===== src/rtl/rv32i_mem_responder_pkg.sv =====
// Shared definitions for the rv32i memory responder: size encodings, FSM states and
// small helpers for alignment checks and load extension.
package rv32i_mem_responder_pkg;

    typedef enum logic [1:0] {
        SZ_BYTE = 2'b00,
        SZ_HALF = 2'b01,
        SZ_WORD = 2'b10,
        SZ_RSVD = 2'b11
    } size_e;

    typedef enum logic [2:0] {
        IDLE,
        RD_LO,
        RD_HI,
        RD_END,
        WR_LO,
        WR_HI
    } state_e;

    // Reserved size is folded into the misalign check so it takes the same error path.
    function automatic logic is_misaligned(input logic [1:0] size, input logic [1:0] addr_lo);
        logic bad;
        bad = 1'b0;
        case (size)
            SZ_BYTE: bad = 1'b0;
            SZ_HALF: bad = addr_lo[0];
            SZ_WORD: bad = (addr_lo != 2'b00);
            default: bad = 1'b1;
        endcase
        return bad;
    endfunction

    function automatic logic [31:0] sign_ext(input logic [15:0] value, input logic is_byte,
                                             input logic zero_ext);
        logic [31:0] result;
        if (is_byte) begin
            result = zero_ext ? {24'h000000, value[7:0]} : {{24{value[7]}}, value[7:0]};
        end else begin
            result = zero_ext ? {16'h0000, value} : {{16{value[15]}}, value};
        end
        return result;
    endfunction

endpackage


===== src/rtl/rv32i_load_align.sv =====
// Picks the addressed byte or halfword out of one 16-bit memory word and extends it to 32 bits.
module rv32i_load_align
    import rv32i_mem_responder_pkg::*;
(
    input  logic [15:0] half,
    input  logic        byte_hi,
    input  logic        is_byte,
    input  logic        zero_ext,
    output logic [31:0] result
);

    logic [15:0] shifted;

    always_comb begin
        shifted = byte_hi ? {8'h00, half[15:8]} : half;
        result  = sign_ext(shifted, is_byte, zero_ext);
    end

endmodule


===== src/rtl/rv32i_mem_responder.sv =====
// Memory-side responder: serves one byte/half/word load or store at a time from a
// 16-bit synchronous SRAM, one little-endian halfword per access.
module rv32i_mem_responder
    import rv32i_mem_responder_pkg::*;
#(
    parameter int XLEN      = 32,
    parameter int ADDR_BITS = 15
) (
    input  logic                 clk_i,
    input  logic                 reset_i,
    input  logic                 req_valid_i,
    output logic                 req_ready_o,
    input  logic                 req_write_i,
    input  logic [1:0]           req_size_i,
    input  logic                 req_unsigned_i,
    input  logic [XLEN-1:0]      req_addr_i,
    input  logic [XLEN-1:0]      req_wdata_i,
    output logic                 rsp_valid_o,
    output logic [XLEN-1:0]      rsp_rdata_o,
    output logic                 rsp_err_o,
    output logic [ADDR_BITS-1:0] mem_addr_o,
    output logic                 mem_rd_o,
    output logic                 mem_wr_o,
    output logic [1:0]           mem_be_o,
    output logic [15:0]          mem_wdata_o,
    input  logic [15:0]          mem_rdata_i
);

    state_e               state_q, state_d;
    logic [ADDR_BITS:0]   addr_q;
    size_e                size_q;
    logic                 unsigned_q;
    logic [XLEN-1:0]      wdata_q;
    logic [15:0]          lo_q;
    logic                 use_hi;
    logic                 accept_ok;
    logic [31:0]          aligned;
    logic [ADDR_BITS-1:0] hw;
    logic                 unused_addr_bits;

    // Address bits above the backing memory alias onto it.
    assign unused_addr_bits = ^req_addr_i[XLEN-1:ADDR_BITS+1];
    assign accept_ok        = req_valid_i && !is_misaligned(req_size_i, req_addr_i[1:0]);
    assign hw               = addr_q[ADDR_BITS:1];
    assign mem_addr_o       = use_hi ? hw + ADDR_BITS'(1) : hw;

    rv32i_load_align u_align (
        .half     (mem_rdata_i),
        .byte_hi  (addr_q[0]),
        .is_byte  (size_q == SZ_BYTE),
        .zero_ext (unsigned_q),
        .result   (aligned)
    );

    always_ff @(posedge clk_i or negedge reset_i) begin
        if (!reset_i) state_q <= IDLE;
        else          state_q <= state_d;
    end

    always_comb begin
        state_d     = state_q;
        req_ready_o = 1'b0;
        mem_rd_o    = 1'b0;
        mem_wr_o    = 1'b0;
        mem_be_o    = 2'b00;
        mem_wdata_o = 16'h0000;
        use_hi      = 1'b0;
        case (state_q)
            IDLE: begin
                req_ready_o = 1'b1;
                if (accept_ok) state_d = req_write_i ? WR_LO : RD_LO;
            end
            RD_LO: begin
                mem_rd_o = 1'b1;
                state_d  = (size_q == SZ_WORD) ? RD_HI : RD_END;
            end
            RD_HI: begin
                mem_rd_o = 1'b1;
                use_hi   = 1'b1;
                state_d  = RD_END;
            end
            RD_END: state_d = IDLE;
            WR_LO: begin
                mem_wr_o = 1'b1;
                if (size_q == SZ_BYTE) begin
                    mem_be_o    = addr_q[0] ? 2'b10 : 2'b01;
                    mem_wdata_o = {wdata_q[7:0], wdata_q[7:0]};
                end else begin
                    mem_be_o    = 2'b11;
                    mem_wdata_o = wdata_q[15:0];
                end
                state_d = (size_q == SZ_WORD) ? WR_HI : IDLE;
            end
            WR_HI: begin
                mem_wr_o    = 1'b1;
                use_hi      = 1'b1;
                mem_be_o    = 2'b11;
                mem_wdata_o = wdata_q[31:16];
                state_d     = IDLE;
            end
            default: state_d = IDLE;
        endcase
    end

    // Response is registered, so it appears in the cycle IDLE is re-entered.
    always_ff @(posedge clk_i or negedge reset_i) begin
        if (!reset_i) begin
            addr_q      <= '0;
            size_q      <= SZ_BYTE;
            unsigned_q  <= 1'b0;
            wdata_q     <= '0;
            lo_q        <= '0;
            rsp_valid_o <= 1'b0;
            rsp_err_o   <= 1'b0;
            rsp_rdata_o <= '0;
        end else begin
            rsp_valid_o <= 1'b0;
            rsp_err_o   <= 1'b0;
            if (state_q == IDLE && req_valid_i) begin
                addr_q     <= req_addr_i[ADDR_BITS:0];
                size_q     <= size_e'(req_size_i);
                unsigned_q <= req_unsigned_i;
                wdata_q    <= req_wdata_i;
                if (!accept_ok) begin
                    rsp_valid_o <= 1'b1;
                    rsp_err_o   <= 1'b1;
                end
            end
            if (state_q == RD_HI) lo_q <= mem_rdata_i;
            if (state_q == RD_END) begin
                rsp_valid_o <= 1'b1;
                rsp_rdata_o <= (size_q == SZ_WORD) ? {mem_rdata_i, lo_q} : aligned;
            end
            if ((state_q == WR_LO && size_q != SZ_WORD) || state_q == WR_HI) begin
                rsp_valid_o <= 1'b1;
            end
        end
    end

endmodule


===== config.mk =====
export PLATFORM = sky130hd
export DESIGN_NAME = rv32i_mem_responder
export DESIGN_NICKNAME = d
export VERILOG_FILES = /design/src/rtl/rv32i_mem_responder_pkg.sv /design/src/rtl/rv32i_load_align.sv /design/src/rtl/rv32i_mem_responder.sv
export SDC_FILE = /design/constraint.sdc
export NUM_CORES = 1
export LEC_CHECK = 0
export CORE_ASPECT_RATIO = 1.4
export CORE_MARGIN = 5
export CORE_UTILIZATION = 48
export CTS_CLUSTER_SIZE = 8
export DETAILED_ROUTE_END_ITERATION = 7
export HOLD_SLACK_MARGIN = 0.05
export PLACE_DENSITY = 0.81
export SLEW_MARGIN = 20
export SYNTH_ARGS = -nofsm -noshare
export SYNTH_HDL_FRONTEND = slang
export SYNTH_HIERARCHICAL = 1
export SYNTH_SLANG_ARGS = --single-unit

===== constraint.sdc =====
create_clock -name clk_i -period 2.42 [get_ports clk_i]
set_input_delay 0.242 -clock clk_i [delete_from_list [all_inputs] [get_ports clk_i]]
set_output_delay 0.242 -clock clk_i [all_outputs]
set_load 0.01 [all_outputs]

==> results_dict.tcl, run 1 <==
set metrics [dict create \
    status "finished clean" \
    ant_nets 0 \
    dieHeight_um 134 \
    fill_cells 864 \
    num_rows 45 \
    fp.dieW_um 98.7 \
    synth.avg_cell_area_um2 9.02 \
    synth_compound_gate_area_share_pct 6.93 \
    coreArea_um2 10800 \
    slowest_delay_ps 560 \
    place_area_um2 6730 \
    finalHoldViolCount 0 \
    switching_share_pct 38.2 \
    holdCritPathClass "in2reg" \
    io-pin-count 157 \
    synth-xor-area-share_pct 2.65 \
    powerDensity_nw_per_um2 1240 \
    slew_headroom_pct 57.3 \
    ys_types 47 \
    drcViolationCount 0 \
    critPathArrivalTime_ps 2120 \
    synth-seq-area-share_pct 49.2 \
    diodes 0 \
    synthCells 587 \
    viasPerCell 5.20 \
    synth.area.mux_share_pct 12.5 \
    most-common-layout-cells "234 x nand2_1, 115 x clkdlybuf4s50_1, 100 x dfrtp_1, 48 x mux2i_1, 36 x o21ai_0" \
    cts_inserted_buffers 9 \
    dp_hpwl_um 9700 \
    leakagePower_nw 3.58 \
    synth_seq_cells 104 \
    min_period_ps 2360 \
    synth_edf_count 0 \
    final_common_cell "nand2_1" \
    crit_chain "buf_4 > nand2b_2 > buf_4 > nor2_1 > clkdlybuf4s50_1" \
    startpoint_type "flip-flop" \
    die-area_um2 13300 \
    timing.final.crit_share_pct 97.4 \
    vias 4459 \
    synth-simple-area-share_pct 22.7 \
    p_clk_share_pct 16.3 \
    intPower_mw 5.49 \
    drt_iter0_drc 161 \
    drive_gt1_share_pct 10.9 \
    dp_cells 835 \
    antenna_found_initial 0 \
    clock_skew_ps 8.80 \
    clock-root-buffer "clkbuf_16" \
    cp_data_required_time_ps 2180 \
    crit_fanout 15 \
    async_flop_share_pct 100 \
    grt_pass1_vias 4545 \
    worst-setup-path-type "reg2out" \
    port_buffers 140 \
    nets 801 \
    htreeDepth 3 \
    final_area_um2 7150 \
    finalSetupViolCount 0 \
    fin_setup_tns_ps 0 \
    ir_worst_vdd_v 0.000579 \
    grt_usage_pct 20.6 \
    power_frac_comb_pct 48.4 \
    yosys_warnings 6 \
    grt_max_degree 65 \
    critPathMostFrequentCell "buf_4" \
    finalMaxSlewViolations 0 \
    overflow 0 \
    cts_buffer_depth 2 \
    syn_area_um2 5290 \
    drtPass1Iterations 4 \
    grt_pass1_wl_um 22300 \
    gp_congestion 0.830 \
    synthAdderAreaFrac_pct 0.236 \
    fin_cells 858 \
    tightest_slew_ps 641 \
    maxCapViolCount 0 \
    syn-num-nets 675 \
    synth_ff_type "dfrtp_1" \
    area_growth_pct 35.2 \
    cts_tree "yes" \
    utilization_pct 66.2 \
    cp_slowest_cell "clkdlybuf4s50_1" \
    wl_per_cell_um 15.8 \
    initial_core_util_pct 49.0 \
    clock-sinks 104 \
    p_switching_mw 3.39 \
    clock_latency_ps 350 \
    clkTransAtPathRegs_ps 70 \
    synth_top_family_by_area "simple AND/OR/NAND/NOR gates" \
    finalWirelength_um 13600 \
    fmax_mhz 424 \
    crit_path_end_kind "primary output" \
    seq_power_share_pct 35.3 \
]
==> area by class of cell <==
cell class / count / area, µm² / share of cell area, %
clock buffers: 10 / 239 / 3.34
repair buffers: 164 / 1630 / 22.8
multi-input cells: 429 / 2420 / 33.8
well taps: 141 / 176 / 2.47
flip-flops and latches: 104 / 2610 / 36.4
clock inverters: 5 / 57.6 / 0.804
inverters: 5 / 18.8 / 0.262
==> path summary, 6_finish.rpt <==
kind | to | start | slack (ps) | cells past startpoint
max in group asynchronous | state_q[1] | reset_i | 1230 | 3
setup / recovery | mem_wdata_o[1] | state_q[1] | 60 | 5
hold reg to reg | wdata_q[14] | wdata_q[14] | 470 | 2
hold / removal | wdata_q[23] | req_wdata_i[23] | 420 | 3
min in group asynchronous | wdata_q[14] | reset_i | 460 | 2
setup reg to reg | rsp_rdata_o[24] | addr_q[0] | 460 | 4
==> synthesized netlist by cell type (all sizes together), types with 3 or more instances <==
cell type	n	area [µm²]
clkbuf	14	52.6
nand2	235	882
mux2	16	180
a211o	8	70.1
xnor2	9	78.8
dfrtp	104	2600
mux2i	48	480
inv	5	18.8
nand3b	3	22.5
xor2	7	61.3
o21ai	37	185
buf	35	238
nand3	3	15.0
nor2	27	106
a21oi	3	15.0
nor3	3	15.0
==> metrics by stage <==
step / hold slack [ps] / setup WS, ps / power (mW)
after floorplan: -53.6 / 594 / 5.91
after global placement: 293 / 224 / 7.25
after detailed placement: 303 / 187 / 7.42
after CTS: 412 / 3.14 / 8.91
after global routing: 421 / -2.01 / 9.52
final: 419 / 62.6 / 8.87
==> sequential cells by signal, indices dropped and copies added (netlist names) <==
register / count
rsp_valid_o: 1
lo_q: 16
unsigned_q: 1
rsp_rdata_o: 32
state_q: 3
wdata_q: 32
size_q: 2
addr_q: 16
rsp_err_o: 1
==> per-layer routing <==
layer  vias to the layer above  global-route usage (%)  part of all wire (%)
met5                         -                       0                     0
met4                         0                    8.05                   2.9
met3                        31                    4.94                   7.0
met2                       167                    35.0                    51
met1                      2109                    25.3                    39
li1                       2152                       -                     -
==> worst max-delay path: cells and delay by family (launching register included) <==
| family | cells | cell delay [ps] |
|---|---|---|
| DFF | 1 | 440 |
| and+or+nand+nor | 2 | 380 |
| buffers and inverters | 3 | 950 |
==> power groups by stage <==
stage                     Clock, mW  Sequential, mW  Combinational [mW]
after floorplan                   0            3.10                2.82
after global placement            0            3.09                4.16
after detailed placement          0            3.15                4.27
after CTS                      1.48            3.13                4.31
after global routing           1.55            3.24                4.74
final                          1.45            3.13                4.30
==> cells by family after synthesis <==
kind of cell	count (synthesis)
simple gates	289
flops	104
mux	64
compound gates	59
buf+inv	54
xor+xnor	16
fa+ha+maj	1
==> timing repair <==
item                       in CTS  in global routing
gates resized for setup        23                 21
setup endpoints to repair      21                 19
hold buffers                    1                  0
hold endpoints to repair       47                  0
buffers inserted                4                  3
pin swaps                       3                  0
(Power assumes the default switching activity.)
==> run 2, diff against run 1 <==
--- a/config.mk
+++ b/config.mk
@@ -5,13 +5,15 @@
 export SDC_FILE = /design/constraint.sdc
 export NUM_CORES = 1
 export LEC_CHECK = 0
+export CELL_PAD_IN_SITES_DETAIL_PLACEMENT = 2
+export CELL_PAD_IN_SITES_GLOBAL_PLACEMENT = 2
 export CORE_ASPECT_RATIO = 1.4
 export CORE_MARGIN = 5
-export CORE_UTILIZATION = 48
+export CORE_UTILIZATION = 28
 export CTS_CLUSTER_SIZE = 8
 export DETAILED_ROUTE_END_ITERATION = 7
 export HOLD_SLACK_MARGIN = 0.05
-export PLACE_DENSITY = 0.81
+export PLACE_DENSITY_LB_ADDON = 0.1
 export SLEW_MARGIN = 20
 export SYNTH_ARGS = -nofsm -noshare
 export SYNTH_HDL_FRONTEND = slang
==> results_dict.tcl, run 2 (synthesized netlist as in run 1, its figures left out) <==
set metrics [dict create \
    cts_inserted_buffers 9 \
    holdCritPathClass "in2reg" \
    clock-sinks 104 \
    wl_per_cell_um 18.1 \
    regToRegEndpoint "rsp_rdata_o[29]" \
    area_growth_pct 37.8 \
    rrSetupSlack_ps 220 \
    viasPerCell 4.70 \
    coreArea_um2 18600 \
    diodes 0 \
    ir_worst_vdd_v 0.000352 \
    drtPass1Iterations 4 \
    finalMaxSlewViolations 0 \
    timing.final.crit_share_pct 95.4 \
    grt_max_degree 65 \
    gp_congestion 0.762 \
    htreeDepth 3 \
    largestRegisters "rsp_rdata_o x32, wdata_q x32" \
    dp_cells 943 \
    startpoint_type "flip-flop" \
    ant_nets 0 \
    finalWirelength_um 17600 \
    port_buffers 140 \
    cp_slowest_cell "clkdlybuf4s50_1" \
    clock-root-buffer "clkbuf_16" \
    dieHeight_um 173 \
    clkTransAtPathRegs_ps 80 \
    fmax_mhz 433 \
    worstHoldStart "req_wdata_i[16]" \
    worst-setup-path-type "reg2out" \
    maxCapViolCount 0 \
    fin_setup_tns_ps 0 \
    fp.dieW_um 126 \
    drive_gt1_share_pct 11.3 \
    status "finished clean" \
    cp_data_required_time_ps 2180 \
    fin_cells 969 \
    tightest_slew_ps 729 \
    leakagePower_nw 3.47 \
    fin_hold_ws_ps 415 \
    clock_latency_ps 350 \
    use_met3_pct 3.06 \
    clock_skew_ps 12.6 \
    grt_usage_pct 16.4 \
    overflow 0 \
    reg2regPathDepth 7 \
    num_rows 59 \
    finalHoldViolCount 0 \
    grt_pass1_wl_um 28600 \
    drcViolationCount 0 \
    most-common-layout-cells "233 x nand2_1, 114 x clkdlybuf4s50_1, 101 x dfrtp_1, 48 x mux2i_1, 36 x o21ai_0" \
    slowest_delay_ps 630 \
    initial_core_util_pct 28.5 \
    hold_depth 3 \
    powerDensity_nw_per_um2 1240 \
    total_power_mw 9.01 \
    crit_chain "buf_12 > nor3_1 > clkdlybuf4s50_1" \
    slew_headroom_pct 51.4 \
    rsz0062_at_grt "true" \
    startpoint "state_q[0]" \
    crit_fanout 26 \
    io-pin-count 157 \
    drt_iter0_drc 98 \
    met1_usage_pct 17.0 \
    final_common_cell "nand2_1" \
    worstHoldEndpoint "wdata_q[16]" \
    grt_pass1_vias 5349 \
    critPathArrivalTime_ps 2070 \
    cts_tree "yes" \
    cts_buffer_depth 2 \
    vias 4552 \
    crit_path_end_kind "primary output" \
    timing.rr.start "size_q[0]" \
    gr-max-usage-layer "met2" \
    nets 808 \
    finalSetupViolCount 0 \
    antenna_found_initial 1 \
    min_period_ps 2310 \
    met2_usage_pct 32.7 \
    dp_hpwl_um 13000 \
    die-area_um2 21800 \
]
## run 2: repair_timing
action,in CTS,in global routing
pin swaps,3,0
hold buffers,1,0
setup endpoints to repair,26,7
endpoints found under the hold margin,50,0
resized for setup,35,8
gates cloned,1,0
buffers inserted,6,2
## run 2: layout make-up
type                       count  area (µm²)
tap                          244         305
inverter                       5        18.8
fill                        2129       11300
timing repair buffer         171        1660
multi-input combinational    429        2420
clock buffer                   9         225
sequential                   104        2610
clock inverter                 7        53.8
## run 2: how the worst max path moves through the flow
stage | to | slack, ps | depth (start not counted)
6_report | req_ready_o | 110 | 3
5_1_grt | mem_addr_o[9] | -50 | 6
4_1_cts | mem_be_o[0] | 5 | 5
3_5_place_dp | mem_addr_o[2] | 130 | 6
3_3_place_gp | mem_addr_o[2] | 180 | 6
2_1_floorplan | rsp_rdata_o[17] | 590 | 7
## run 2: per-layer routing
metal	vias up	routed length, µm
met5	-	11
met4	2	300
met3	15	666
met2	96	9940
met1	2272	6660
li1	2167	-
## run 2: stage by stage
stage               cell area (µm²)  util [%]  setup WS (ps)
floorplan                      5290         -            594
global placement               6910      37.2            183
detailed placement             6910      37.2            134
CTS                            7270      39.1           5.14
global route                   7290      39.2          -53.6
finish                         7290      39.2            110
## run 2: worst max-delay path, delay by kind of cell, from the launching register on
| family | cells | cell delay, ps |
|---|---|---|
| and+or+nand+nor | 1 | 430 |
| buffers and inverters | 2 | 820 |
| DFF | 1 | 460 |
## run 2: report_power, final
part / internal (mW) / switching, mW
registers: 2.55 / 0.597
logic: 2.13 / 2.32
clock network: 0.709 / 0.712
==> run 3, diff against run 2 <==
--- a/config.mk
+++ b/config.mk
@@ -9,9 +9,10 @@
 export CELL_PAD_IN_SITES_GLOBAL_PLACEMENT = 2
 export CORE_ASPECT_RATIO = 1.4
 export CORE_MARGIN = 5
-export CORE_UTILIZATION = 28
+export CORE_UTILIZATION = 37
 export CTS_CLUSTER_SIZE = 8
 export DETAILED_ROUTE_END_ITERATION = 7
+export DONT_BUFFER_PORTS = 1
 export HOLD_SLACK_MARGIN = 0.05
 export PLACE_DENSITY_LB_ADDON = 0.1
 export SLEW_MARGIN = 20
==> results_dict.tcl, run 3 (synthesized netlist as in run 1, its figures left out) <==
set metrics [dict create \
    clock-sinks 104 \
    io-pin-count 157 \
    fmax_mhz 441 \
    finalMaxSlewViolations 0 \
    critPathArrivalTime_ps 2030 \
    coreArea_um2 14000 \
    fp.dieW_um 111 \
    worst-setup-path-type "reg2out" \
    clock-root-buffer "clkbuf_16" \
    drive_gt1_share_pct 9.81 \
    most-common-layout-cells "234 x nand2_1, 102 x dfrtp_1, 67 x dlygate4sd3_1, 48 x mux2i_1, 36 x o21ai_0" \
    post_cts_buffers 0 \
    dieHeight_um 152 \
    nets 725 \
    largestRegisters "rsp_rdata_o x32, wdata_q x32" \
    cts_inserted_buffers 9 \
    num_rows 51 \
    fin_hold_ws_ps -417 \
    grt_pass1_wl_um 27000 \
    vias 4344 \
    finalHoldViolCount 104 \
    tightest_slew_ps 577 \
    die-area_um2 16800 \
    final_area_um2 6380 \
    cp_data_required_time_ps 2180 \
    gp_congestion 0.777 \
    startpoint_type "flip-flop" \
    rrSetupSlack_ps 420 \
    port_buffers 0 \
    grt_usage_pct 20.3 \
    total_power_mw 8.23 \
    maxCapViolCount 0 \
    wl_per_cell_um 20.8 \
    rsz0062_at_grt "false" \
    place_area_um2 5430 \
    finalWorstSetupSlack_ps 150 \
    status "finished with violations" \
    violations "negative hold slack" \
    clock_skew_ps 13.7 \
    initial_core_util_pct 37.9 \
    ir_worst_vdd_v 0.000458 \
    antenna_found_initial 0 \
    area_growth_pct 20.5 \
    cts_tree "yes" \
    crit_fanout 14 \
    holdCritPathClass "in2async" \
    viasPerCell 5.25 \
    finalWirelength_um 17200 \
    drcViolationCount 0 \
    final_common_cell "nand2_1" \
    fill_cells 1513 \
    diodes 0 \
    htreeDepth 3 \
    clock_latency_ps 340 \
    drtPass1Iterations 4 \
    cts_buffer_depth 2 \
    fin_setup_tns_ps 0 \
    drt_iter0_drc 129 \
    slew_headroom_pct 61.5 \
    overflow 0 \
    timing.final.crit_share_pct 93.8 \
    crit_path_end_kind "primary output" \
    min_period_ps 2270 \
    clkTransAtPathRegs_ps 70 \
    leakagePower_nw 3.06 \
    grt_max_degree 105 \
    ant_nets 0 \
    powerDensity_nw_per_um2 1290 \
    dp_hpwl_um 11000 \
    finalSetupViolCount 0 \
    pre_cts_slack_ps 408 \
    grt_pass1_vias 4896 \
    ctsHoldBuffers 67 \
]
run 3: cell count changes in the layout (fill, tap and decap cells not counted), moves of 3 or more:
cell	before	now
buf_4	26	19
clkbuf_1	0	3
clkdlybuf4s50_1	114	0
clkinvlp_4	3	0
dlygate4sd2_1	19	0
dlygate4sd3_1	1	67
dlymetal6s2s_1	3	0
inv_6	3	0
run 3: timing repair:
action / 4_1_cts / 5_1_grt
resized for setup: 0 / 2
endpoints found under the setup margin: 0 / 3
endpoints found under the hold margin: 171 / 104
run 3: layer usage:
layer,track usage [%],share of wire [%],vias to the layer above
li1,-,-,1995
met1,21.3,37,2229
met2,40.2,56,98
met3,4.69,5.1,22
met4,5.72,1.9,0
met5,0,0,-
run 3: layout make-up:
type	instances	area, µm²	share of cell area, %
tap	185	231	3.63
timing repair buffer	88	853	13.4
clock inverter	2	13.8	0.216
multi-input combinational	429	2390	37.5
clock buffer	14	264	4.14
inverter	5	18.8	0.294
sequential	104	2610	40.8
run 3: final timing paths:
path,to,cells after the start,startpoint
worst max-delay path,mem_addr_o[14],4,state_q[1]
worst min-delay path,rsp_rdata_o[20],0,reset_i
worst max register to register,rsp_rdata_o[24],5,size_q[0]
worst min register to register,wdata_q[20],2,wdata_q[20]
max in group asynchronous,size_q[0],0,reset_i
min in group clk_i,state_q[2],2,req_write_i
run 3: where the power goes:
| part | total, mW | switching, mW | internal, mW | leakage, nW |
|---|---|---|---|---|
| clock network | 1.40 | 0.644 | 0.758 | 0.137 |
| registers | 3.33 | 0.782 | 2.55 | 1.30 |
| logic | 3.49 | 2.00 | 1.49 | 1.62 |
run 3: metrics by stage:
stage | cells | utilization, %
after global placement | 744 | 38.8
final | 827 | 45.6
after floorplan | 587 | -
after CTS | 827 | 45.6
after global routing | 827 | 45.6
after detailed placement | 744 | 38.8
run 3: worst max-delay path, cell delays in order (launching register included):
cell and delay, ps:
dfrtp_2 500, nor3b_4 290, o211ai_2 220, nor4_1 320
xor2_1 350
==> variant, RTL diff (flow settings as in run 2) <==
`ADDR_BITS`: 15 -> 16.
--- a/src/rtl/rv32i_mem_responder.sv
+++ b/src/rtl/rv32i_mem_responder.sv
@@ -5,5 +5,5 @@
 #(
     parameter int XLEN      = 32,
-    parameter int ADDR_BITS = 15
+    parameter int ADDR_BITS = 16
 ) (
     input  logic                 clk_i,
Ports: changed (resized mem_addr_o); port bits go from 157 to 158. The function was not compared with the original's and may differ.
==> variant against run 2 <==
The flow now finishes with violations (setup timing). Combinational power is essentially flat. Routed wire length shrank 2.1%. Power grew 3.8%. Sequential cell count grew 1. Clock skew shrank 0.0046 ns. Worst setup slack lost 0.23 ns. Synthesized area shrank 1.5%. Design area grew 1.7%. Sequential power grew 3%. Critical endpoint is now mem_addr_o[15]. Largest cell class unchanged.
==> variant: results (changes against run 2) <==
worst_hold_path:
  hold_class: "input port to async pin"
logic_synthesis:
  syn-num-nets: 567  # -16%
  synth_ff_type: "dfrtp_1"
  ys_types: 40  # -15%
  yosys_warnings: 6  # unchanged
  yosys-top-cells-count: "dfrtp_1 (105), nand2_1 (100), mux2_2 (60)"
  seq_area_frac_synth_pct: 50.4  # +1.2 points
  async_flop_share_pct: 100  # unchanged
  synth_area_leaders: "dfrtp_1 (50%), mux2_2 (13%), mux2i_1 (7.7%)"
  ys_ff_latch: 105  # +0.96%
detailed_routing:
  num_vias: 4160  # -8.6%
  post_drt_wl_per_cell_um: 19.7  # +8.7%
  first_pass_iters: 4  # unchanged
  drt-initial-drc-count: 152  # +55%
cells_and_area:
  drive_above_1_share_pct: 22.6  # +11 points
  top_regs: "rsp_rdata_o: 32 flops, wdata_q: 32 flops, addr_q: 17 flops"
  layout.nets: 712  # -12%
  diodes: 0  # unchanged
  fillers: 1970  # -7.5%
cts:
  cts_made_buffers: 9  # unchanged
  cts_root_buf: "clkbuf_16"
  htree_levels: 3  # unchanged
  clkTransAtPathRegs_ns: 0.07
  insertion_delay_ns: 0.35  # about the same
  ctsLongestPathBuffers: 2  # unchanged
power:
  power_leakage_uw: 0.00332  # -4.4%
  irDropWorstVdd_mv: 0.451  # +28%
sta:
  timing.slew.headroom_pct: 54.7  # +3.3 points
  skew_ns: 0.00797  # -0.00463 ns
  setup_violations: 7  # +7
  worst_slack_ns: -0.122  # -0.232 ns
outcome:
  violations: "setup timing"
  run_status: "complete, but fails checks"
global_route:
  grt_pass1_vias: 4897  # -8.5%
  grt_usage_pct: 16.4  # -0.081 points
  grt_pass1_wl_um: 27600  # -3.7%
  antenna_found_initial: 0  # -1
  grt_max_degree: 65  # unchanged
setup_path:
  worst-r2r-cell-count: 4  # -3
  critical_path.max_fanout: 3  # -88%
  reg2reg_slack_ns: 0.38  # +0.16 ns
  cpMaxStageDelayCell: "or3b_4"
  cp_data_arrival_time_ns: 2.30  # +0.23 ns
  critical-path-max-stage-delay_ns: 0.43  # -0.20 ns
placed_design:
  dp_hpwl_um: 12700  # -2.0%
  place_congestion: 0.763  # about the same
  numPortBuffers: 142  # +1.4%
  place_ws_ns: -0.326  # -0.461 ns
-- variant: cells by family after synthesis --
logic type               Yosys count  synth area share (%)
multiplexers                     100                  20.6
adder cells (fa/ha/maj)            1                 0.240
XOR/XNOR                          17                  2.86
buffers and inverters             46                  4.92
flip-flops                       105                  50.4
AO/OA/AOI/OAI                     74                  9.79
AND/OR/NAND/NOR                  136                  11.2
-- variant: layer usage --
metal  GRT usage, %  part of all wire (%)
met1           17.1                    37
met2           31.1                    55
met3           5.16                   5.9
met4           5.19                   2.4
met5              0                     0
-- variant: final timing paths --
check / start / endpoint
setup / recovery: state_q[0] / mem_addr_o[15]
hold / removal: reset_i / rsp_rdata_o[20]
setup reg to reg: addr_q[0] / rsp_rdata_o[22]
hold reg to reg: lo_q[5] / lo_q[5]
max in group asynchronous: reset_i / addr_q[3]
min in group clk_i: lo_q[5] / lo_q[5]
-- variant: critical path, delay by kind of cell (launching register included) --
kind            cells  cell delay [ns]
simple gates        2             0.55
buf+inv             3             0.49
flops               1             0.39
compound gates      1             0.33
xor+xnor            1             0.19
-- variant: cell type report --
cell class	count	area, µm²	share of cell area, %
Clock inverter	5	104	1.40
Sequential cell	105	2630	35.4
Clock buffer	11	233	3.14
Timing Repair Buffer	175	1710	23.1
Inverter	5	22.5	0.304
Tap cell	244	305	4.12
Multi-Input combinational cell	328	2410	32.6
-- variant: repair_timing --
item / in CTS / in global routing
setup endpoints to repair: 32 / 31
pin swaps: 7 / 4
gates resized for setup: 55 / 33
hold buffers: 1 / 0
hold endpoints to repair: 30 / 0
buffers inserted: 5 / 5
-- variant: power breakdown --
part / internal, µW / total [µW] / switching (µW)
Combinational: 2280 / 4430 / 2140
Clock: 1010 / 1700 / 682
Sequential: 2590 / 3230 / 635
Total: 5890 / 9350 / 3460
-- variant: per-stage QoR --
stage          TNS (ns)  cell area, µm²  hold WS, ns  cells
4_1_cts           -2.58            7290        0.389    868
6_report         -0.320            7410        0.393    873
5_1_grt           -1.49            7410        0.430    873
2_1_floorplan         0            5210      -0.0536    479
3_3_place_gp     -0.792            6900        0.219    846
3_5_place_dp      -1.38            6900        0.222    846
